===== src/rtl/sram_port0_arbiter.sv =====
`default_nettype none
// ============================================================================
//  Module      : sram_port0_arbiter
//  Description : Sequencer and two-way arbiter for read/write port 0 of the
//                2 kB OpenRAM program store (32 bits x 512 words). Port 0 is
//                shared between the Caravel Wishbone slave and an internal
//                requester (boot loader / debug engine). The block absorbs the
//                SRAM's one-cycle read latency and returns a Wishbone ack or an
//                internal done pulse.
//  Ports       :
//    wb_clk_i, wb_rst_i        clock, asynchronous active-high reset
//    wbs_cyc_i/stb_i/we_i      Wishbone classic strobe and direction
//    wbs_adr_i/dat_i/sel_i     byte address, write data, byte lanes
//    wbs_ack_o/dat_o           one-cycle ack, read data valid with ack
//    req_valid/we/addr/wdata/wmask  internal request, held until req_done
//    req_done/req_rdata        one-cycle done, read data valid with done
//    sram_csb/web/addr/din/wmask    to OpenRAM port 0 (csb0/web0/...)
//    sram_dout                 from OpenRAM dout0
//    busy                      high in every state except IDLE
//  Revision    : 1.0 - initial release
// ============================================================================
module sram_port0_arbiter #(
    parameter logic [20:0] ADDR_BASE = 21'h180000
) (
    input  logic        wb_clk_i,
    input  logic        wb_rst_i,
    input  logic        wbs_cyc_i,
    input  logic        wbs_stb_i,
    input  logic        wbs_we_i,
    input  logic [31:0] wbs_adr_i,
    input  logic [31:0] wbs_dat_i,
    input  logic [3:0]  wbs_sel_i,
    output logic        wbs_ack_o,
    output logic [31:0] wbs_dat_o,
    input  logic        req_valid,
    input  logic        req_we,
    input  logic [8:0]  req_addr,
    input  logic [31:0] req_wdata,
    input  logic [3:0]  req_wmask,
    output logic        req_done,
    output logic [31:0] req_rdata,
    output logic        sram_csb,
    output logic        sram_web,
    output logic [8:0]  sram_addr,
    output logic [31:0] sram_din,
    output logic [3:0]  sram_wmask,
    input  logic [31:0] sram_dout,
    output logic        busy
);

    typedef enum logic [1:0] {
        S_IDLE  = 2'd0,
        S_ISSUE = 2'd1,
        S_READ  = 2'd2,
        S_ACK   = 2'd3
    } state_t;

    localparam logic c_GNT_WB  = 1'b0;
    localparam logic c_GNT_INT = 1'b1;

    state_t      r_state;
    logic        r_grant;       // owner of the transaction in flight
    logic        r_last_grant;  // loser of the last tie wins the next one
    logic        r_skip_wb;     // masks a Wishbone strobe still held over its ack
    logic        r_we;
    logic        r_wb_ack;
    logic [31:0] r_wb_dat;
    logic        r_req_done;
    logic [31:0] r_req_rdata;
    logic        r_sram_csb;
    logic        r_sram_web;
    logic [8:0]  r_sram_addr;
    logic [31:0] r_sram_din;
    logic [3:0]  r_sram_wmask;

    logic        w_wb_req;
    logic        w_pick_int;
    logic        w_sel_we;
    logic        w_unused_bits;

    assign w_unused_bits = &{1'b0, wbs_adr_i[1:0]};

    assign w_wb_req   = wbs_cyc_i & wbs_stb_i & (wbs_adr_i[31:11] == ADDR_BASE) & ~r_skip_wb;
    // On a tie the requester not granted last time wins.
    assign w_pick_int = (w_wb_req & req_valid) ? ~r_last_grant : req_valid;
    assign w_sel_we   = w_pick_int ? req_we : wbs_we_i;

    always_ff @(posedge wb_clk_i or posedge wb_rst_i) begin
        if (wb_rst_i) begin
            r_state      <= S_IDLE;
            r_grant      <= c_GNT_WB;
            r_last_grant <= c_GNT_INT;
            r_skip_wb    <= 1'b0;
            r_we         <= 1'b0;
            r_wb_ack     <= 1'b0;
            r_wb_dat     <= 32'h0;
            r_req_done   <= 1'b0;
            r_req_rdata  <= 32'h0;
            r_sram_csb   <= 1'b1;
            r_sram_web   <= 1'b1;
            r_sram_addr  <= 9'h0;
            r_sram_din   <= 32'h0;
            r_sram_wmask <= 4'h0;
        end else begin
            case (r_state)
                S_IDLE: begin
                    r_skip_wb <= 1'b0;
                    if (w_wb_req | req_valid) begin
                        r_grant      <= w_pick_int;
                        r_last_grant <= w_pick_int;
                        r_we         <= w_sel_we;
                        r_sram_addr  <= w_pick_int ? req_addr : wbs_adr_i[10:2];
                        r_sram_din   <= w_pick_int ? req_wdata : wbs_dat_i;
                        r_sram_wmask <= w_sel_we ? (w_pick_int ? req_wmask : wbs_sel_i) : 4'hF;
                        r_sram_web   <= ~w_sel_we;
                        r_sram_csb   <= 1'b0;
                        r_state      <= S_ISSUE;
                    end
                end
                S_ISSUE: begin
                    // SRAM samples at the end of this cycle; release it afterwards.
                    r_sram_csb <= 1'b1;
                    r_sram_web <= 1'b1;
                    if (r_we) begin
                        // An abandoned Wishbone cycle still completes, unacked.
                        r_wb_ack   <= (r_grant == c_GNT_WB) & wbs_cyc_i;
                        r_req_done <= (r_grant == c_GNT_INT);
                        r_state    <= S_ACK;
                    end else begin
                        r_state    <= S_READ;
                    end
                end
                S_READ: begin
                    if (r_grant == c_GNT_INT) begin
                        r_req_rdata <= sram_dout;
                    end else begin
                        r_wb_dat    <= sram_dout;
                    end
                    r_wb_ack   <= (r_grant == c_GNT_WB) & wbs_cyc_i;
                    r_req_done <= (r_grant == c_GNT_INT);
                    r_state    <= S_ACK;
                end
                default: begin // S_ACK
                    r_wb_ack   <= 1'b0;
                    r_req_done <= 1'b0;
                    r_skip_wb  <= (r_grant == c_GNT_WB);
                    r_state    <= S_IDLE;
                end
            endcase
        end
    end

    assign wbs_ack_o  = r_wb_ack;
    assign wbs_dat_o  = r_wb_dat;
    assign req_done   = r_req_done;
    assign req_rdata  = r_req_rdata;
    assign sram_csb   = r_sram_csb;
    assign sram_web   = r_sram_web;
    assign sram_addr  = r_sram_addr;
    assign sram_din   = r_sram_din;
    assign sram_wmask = r_sram_wmask;
    assign busy       = (r_state != S_IDLE);

endmodule
`default_nettype wire


===== config.mk =====
export PLATFORM = sky130hd
export DESIGN_NAME = sram_port0_arbiter
export DESIGN_NICKNAME = d
export VERILOG_FILES = /design/src/rtl/sram_port0_arbiter.sv
export SDC_FILE = /design/constraint.sdc
export NUM_CORES = 1
export LEC_CHECK = 0
export CAP_MARGIN = 0
export CORE_UTILIZATION = 30
export DETAILED_ROUTE_END_ITERATION = 7
export PLACE_DENSITY_LB_ADDON = 0.08
export SLEW_MARGIN = 40
export SYNTH_ARGS = -nofsm -noshare
export SYNTH_HDL_FRONTEND = slang
export SYNTH_SLANG_ARGS = --single-unit
export TNS_END_PERCENT = 10

===== constraint.sdc =====
create_clock -name wb_clk_i -period 12.3 [get_ports wb_clk_i]
set_input_delay 3.69 -clock wb_clk_i [delete_from_list [all_inputs] [get_ports wb_clk_i]]
set_output_delay 3.69 -clock wb_clk_i [all_outputs]
set_load 0.005 [all_outputs]

==> qor.yml, run 1 <==
status: "finished clean"
yosys.area_share.simple: 0.0642
start_kind: "input pin"
yosys_warnings: 0
synth.most_common_cell: "dfrtp_1"
syn-instance-count: 444
syn_nets: 600
ctsHoldBuffers: 0
grt_pass1_vias: 4840
ys_ff_latch: 119
path_class: "input pin to flip-flop"
path_buf_inv: 1
final_nets: 858
postCtsSetupBuffers: 0
reg2reg_setup_slack_ps: 9680
cts-resized-gates: 0
synth_top_area_frac: 0.534
htree_num_levels: 4
relSlewSlack: 0.448
tightestPinTransition_ps: 828
fin_tns_setup_ps: 0
placed_area_um2: 8270
hp-class: "flip-flop to flip-flop"
path_clk_slew_ps: 60
rsz0062_at_grt: "no"
grt_max_degree: 75
synth_edf_count: 0
r2r-start: "r_skip_wb"
num_antenna_cells: 0
crit_path_end_kind: "flip-flop"
cp_max_fo: 43
ant_nets: 0
drt_first_pass_iters: 4
dp_hpwl_mm: 11.3
ys_seq_area_frac: 0.548
synth_area_leaders: "dfrtp_1 53%, mux2_2 14%, mux2i_1 8.3%"
synth_common_cells: "116 x dfrtp_1, 66 x mux2_2, 46 x nor2_1, 45 x mux2i_1, 35 x a211oi_1"
dpl.cell_count: 908
place_congestion: 0.723
worstPathArrival_ps: 6310
power.leakage_uw: 0.00345
port_buffers: 263
pwr_density_cell_nw_per_um2: 233
wl_mm: 16.3
overflow: 0
design_area_um2: 8850
ir_drop_mv: 0.103
synth_flop_cell: "dfrtp_1"
rows: 48
finClkSkew_ps: 6.59
crit_end: "sram_web"
synth_area_leader_cell: "dfrtp_1"
critPathTopFamily: "simple AND/OR/NAND/NOR gates"
finalCritPeriodShare: 0.488
final_max_slew_viol_count: 0
die_y_um: 137
drc: 0
cts_buffer_depth: 2
areaGrowthSynthToFinish_pct: 62.7
drt_iter0_markers: 176
antenna_found_initial: 0
ff2ff_path_depth: 5
synth_compound_area_frac: 0.123
fin_crit_ps: 6000
start_util: 0.311
path_depth: 6
grt_usage: 0.181
synth_area_um2: 5440
required_ps: 12620
pin_count: 266
synth_fa_ha_area_frac: 0.00920
cp_slowest_cell: "and3_4"
synth_cell_types: 39
max_cap_viol_count: 0
cts_tree: "built"
cts-buffers-inserted: 17
timing_hold_violations_final: 0
cp_slowest_stage_delay_ps: 760
hp-start: "sram_csb"
setup_viol: 0
avgRoutedWirePerCell_um: 17.4
dieWidth_um: 137
grt_pass1_wl_mm: 25.5
cts-root-buf: "clkbuf_16"
fp.dieArea_um2: 18700
cts_num_sinks: 119
vias: 4568
async_reset_ff_frac: 1.00
instances_no_fill: 940
drive_gt1_frac: 0.168
yosys-mux-area-fraction: 0.220
avgSynthCellArea_um2: 12.2
synth-xor-area-share: 0
fmaxAchievable_mhz: 167
vias_per_cell: 4.86
final_util: 0.506
clk_latency_ps: 410
core_area_um2: 17500
crit_chain: "clkdlybuf4s50_1, nor4_1, and2_1, and3_4, o22ai_1, a211oi_1"
synth_top_family_by_area: "multiplexers"
r2r-end: "sram_web"
critPathLaunch: "wbs_adr_i[15]"
==> final cells by class <==
cell class                      instances  area (µm²)
Fill cell                            1553        8630
Sequential cell                       119        2980
Timing Repair Buffer                  269        2690
Multi-Input combinational cell        287        2280
Clock buffer                           18         439
Tap cell                              225         282
Clock inverter                         14         139
Inverter                                8        32.5
==> report_power, final <==
group          leakage, µW  total, µW  switching [µW]  internal [µW]
Sequential         0.00137        699             108            591
Clock             0.000277        481             193            288
Combinational      0.00180        884             320            564
Total              0.00345       2060             622           1440
==> flip-flops by register name, summed over array words and instances, names as in the netlist, 2 cells and up <==
signal and cells:
wbs_dat_o 32, sram_wmask 4, sram_addr 9, req_rdata 32
sram_din 32, r_state 2
==> layout by cell type (no fill, tap or decap), types with 3 or more instances in the layout <==
cell type	count
dfstp_2	3
mux2i_1	45
buf_4	4
nand2_1	7
inv_6	6
clkbuf_16	17
a2bb2oi_1	4
ha_1	3
nor3_1	3
nor2_1	44
a21oi_1	33
mux2_2	66
clkdlybuf4s50_1	263
inv_1	7
a211oi_1	35
dfrtp_1	116
a221oi_1	8
o22ai_1	9
clkinvlp_4	3
==> through the flow <==
step	total power (µW)	setup slack [ps]	hold WS, ps
after floorplan	1060	5460	469
after global placement	1580	5940	488
after detailed placement	1600	5900	491
after CTS	2100	6320	502
after global routing	2200	6060	510
final	2060	6300	497
==> cells by family after synthesis <==
kind of cell | count (synthesis)
fa+ha+maj | 4
flops | 119
simple gates | 72
compound gates | 100
buf+inv | 38
mux | 111
==> worst min path at each step <==
stage	endpoint	slack [ps]	cells after the start
after floorplan	r_skip_wb	470	2
after global placement	req_rdata[2]	490	1
after detailed placement	sram_csb	490	1
after CTS	sram_csb	500	1
after global routing	wbs_dat_o[20]	510	1
final	sram_csb	500	1
==> per-layer routing <==
metal / vias up / part of all wire / global-route usage / wire length (µm)
met5: - / 0 / 0 / 0
met4: 0 / 0.017 / 0.0728 / 281
met3: 20 / 0.089 / 0.0700 / 1450
met2: 181 / 0.49 / 0.308 / 8050
met1: 2217 / 0.40 / 0.202 / 6550
li1: 2150 / - / - / -
(Power assumes the default switching activity.)
==> run 2: changes to the inputs <==
==> constraint.sdc (replaced) <==
create_clock -name wb_clk_i -period 5.55 [get_ports wb_clk_i]
set_input_delay 1.665 -clock wb_clk_i [delete_from_list [all_inputs] [get_ports wb_clk_i]]
set_output_delay 1.665 -clock wb_clk_i [all_outputs]
set_load 0.005 [all_outputs]
==> qor.yml, run 2 (synthesis results as in run 1) <==
finalCritPeriodShare: 0.694
ant_nets: 0  # unchanged
r2r-end: "sram_din[8]"  # was sram_web
path_buf_inv: 2  # was 1
rsz0062_at_grt: "no"  # unchanged
postCtsSetupBuffers: 0  # unchanged
final_common_cell: "clkdlybuf4s50_1"  # unchanged
hp-class: "flip-flop to flip-flop"  # unchanged
cts_buffer_depth: 2  # unchanged
pre_cts_ws_ps: 1270  # was 5900 ps
grt_usage: 0.180  # was 0.181
pwr_density_cell_nw_per_um2: 515  # was 233 nW/µm²
power.leakage_uw: 0.00345  # about the same
drive_gt1_frac: 0.169  # was 0.168
grt_max_degree: 62  # was 75
final_nets: 860  # was 858
cts_tree: "built"  # unchanged
cp_slowest_cell: "and3_4"  # unchanged
avgRoutedWirePerCell_um: 17.5  # was 17.4 µm
start_util: 0.311  # unchanged
htree_num_levels: 4  # unchanged
hold_depth: 1  # unchanged
clk_latency_ps: 410  # about the same
drt_first_pass_iters: 4  # unchanged
core_area_um2: 17500  # unchanged
r2r-start: "r_skip_wb"  # unchanged
die_y_um: 137  # unchanged
cp_slowest_stage_delay_ps: 600  # was 760 ps
ir_drop_mv: 0.269  # was 0.103 mV
whs_endpoint: "sram_csb"  # unchanged
fin_tns_setup_ps: 0  # unchanged
path_class: "input pin to flip-flop"  # unchanged
required_ps: 5860  # was 12620 ps
relSlewSlack: 0.586  # was 0.448
worstPathArrival_ps: 4160  # was 6310 ps
path_clk_slew_ps: 50  # was 60 ps
fp.dieArea_um2: 18700  # unchanged
max_cap_viol_count: 0  # unchanged
critPathTopFamily: "simple AND/OR/NAND/NOR gates"  # unchanged
tightestPinTransition_ps: 622  # was 828 ps
dp_hpwl_mm: 11.5  # was 11.3 mm
cts-root-buf: "clkbuf_16"  # unchanged
cts-buffers-inserted: 17  # unchanged
port_buffers: 263  # unchanged
vias: 4616  # was 4568
drc: 0  # unchanged
setup_slack_ps: 1700  # was 6300 ps
pin_count: 266  # unchanged
crit_chain: "clkdlybuf4s50_1, nor4_1, and2_1, and3_4, buf_4, mux2i_1, a211oi_1"  # was clkdlybuf4s50_1, nor4_1, and2_1, and3_4, o22ai_1, a211oi_1
num_antenna_cells: 0  # unchanged
areaGrowthSynthToFinish_pct: 62.6  # was 62.7%
dieWidth_um: 137  # unchanged
ff2ff_path_depth: 6  # was 5
dpl.cell_count: 910  # was 908
whs_ps: 497  # about the same
ctsHoldBuffers: 0  # unchanged
rows: 48  # unchanged
hp-start: "sram_csb"  # unchanged
status: "finished clean"  # unchanged
final_max_slew_viol_count: 0  # unchanged
fin_crit_ps: 3850
mostFrequentLayoutCells: "263 x clkdlybuf4s50_1, 116 x dfrtp_1, 66 x mux2_2"  # unchanged
overflow: 0  # unchanged
fmaxAchievable_mhz: 260
reg2reg_setup_slack_ps: 3070  # was 9680 ps
instances_no_fill: 942  # was 940
timing_hold_violations_final: 0  # unchanged
start_kind: "input pin"  # unchanged
drt_iter0_markers: 202  # was 176
wl_mm: 16.5  # was 16.3 mm
cp_max_fo: 30  # was 43
cts_num_sinks: 119  # unchanged
place_congestion: 0.715  # was 0.723
setup_viol: 0  # unchanged
vias_per_cell: 4.90  # was 4.86
grt_pass1_vias: 4841  # was 4840
grt_pass1_wl_mm: 25.4  # was 25.5 mm
crit_path_end_kind: "flip-flop"  # unchanged
cts-resized-gates: 0  # unchanged
finClkSkew_ps: 7.53  # was 6.59 ps
antenna_found_initial: 0  # unchanged
run 2: cell types whose count changed in the layout (fill, tap and decap cells not counted):
cell	previous run	this run
clkinv_4	2	5
inv_6	6	3
buf_8	1	0
clkbuf_1	0	1
buf_6	1	0
clkinv_2	1	2
inv_8	1	0
inv_4	1	0
buf_4	4	8
run 2: worst max-delay path by stage:
| stage | start | to | depth (start not counted) | slack (ps) |
|---|---|---|---|---|
| global route | wbs_adr_i[15] | sram_din[22] | 7 | 1480 |
| finish | wbs_adr_i[20] | sram_din[8] | 7 | 1700 |
| floorplan | wb_rst_i | r_grant | 1 | 730 |
| CTS | wbs_adr_i[29] | sram_din[8] | 7 | 1690 |
| detailed placement | wbs_adr_i[29] | sram_din[11] | 7 | 1270 |
| global placement | wbs_adr_i[29] | sram_din[18] | 7 | 1310 |
run 2: power breakdown:
group          internal (µW)  total, µW  switching (µW)
combinational           1250       1960             714
sequential              1310       1550             244
clock                    631       1040             405
run 2: area by class of cell:
| cell class | count | area [µm²] |
|---|---|---|
| flip-flops and latches | 119 | 2980 |
| inverters | 8 | 35.0 |
| clock inverters | 13 | 124 |
| well taps | 225 | 282 |
| multi-input cells | 287 | 2280 |
| fillers | 1560 | 8630 |
| repair buffers | 271 | 2690 |
| clock buffers | 19 | 443 |
run 2: routing by layer:
| layer | share of wire | vias up | GRT usage |
|---|---|---|---|
| met3 | 0.087 | 12 | 0.0674 |
| met1 | 0.40 | 2257 | 0.205 |
| met4 | 0.011 | 0 | 0.0568 |
| met5 | 0 | - | 0 |
| met2 | 0.50 | 186 | 0.312 |
| li1 | - | 2161 | - |
run 2: stage by stage:
stage / util / total power, µW / area (µm²)
3_3_place_gp: 0.473 / 3500 / 8270
4_1_cts: 0.506 / 4620 / 8840
5_1_grt: 0.506 / 4850 / 8840
2_1_floorplan: - / 2360 / 5440
6_report: 0.506 / 4550 / 8840
3_5_place_dp: 0.473 / 3560 / 8270
run 2: worst register-to-register path, delay by kind of cell (launching register included):
| family | cells | cell delay [ps] |
|---|---|---|
| DFF | 1 | 400 |
| and+or+nand+nor | 3 | 1210 |
| muxes | 1 | 120 |
| AOI/OAI and AO/OA | 1 | 250 |
| buffers and inverters | 1 | 410 |
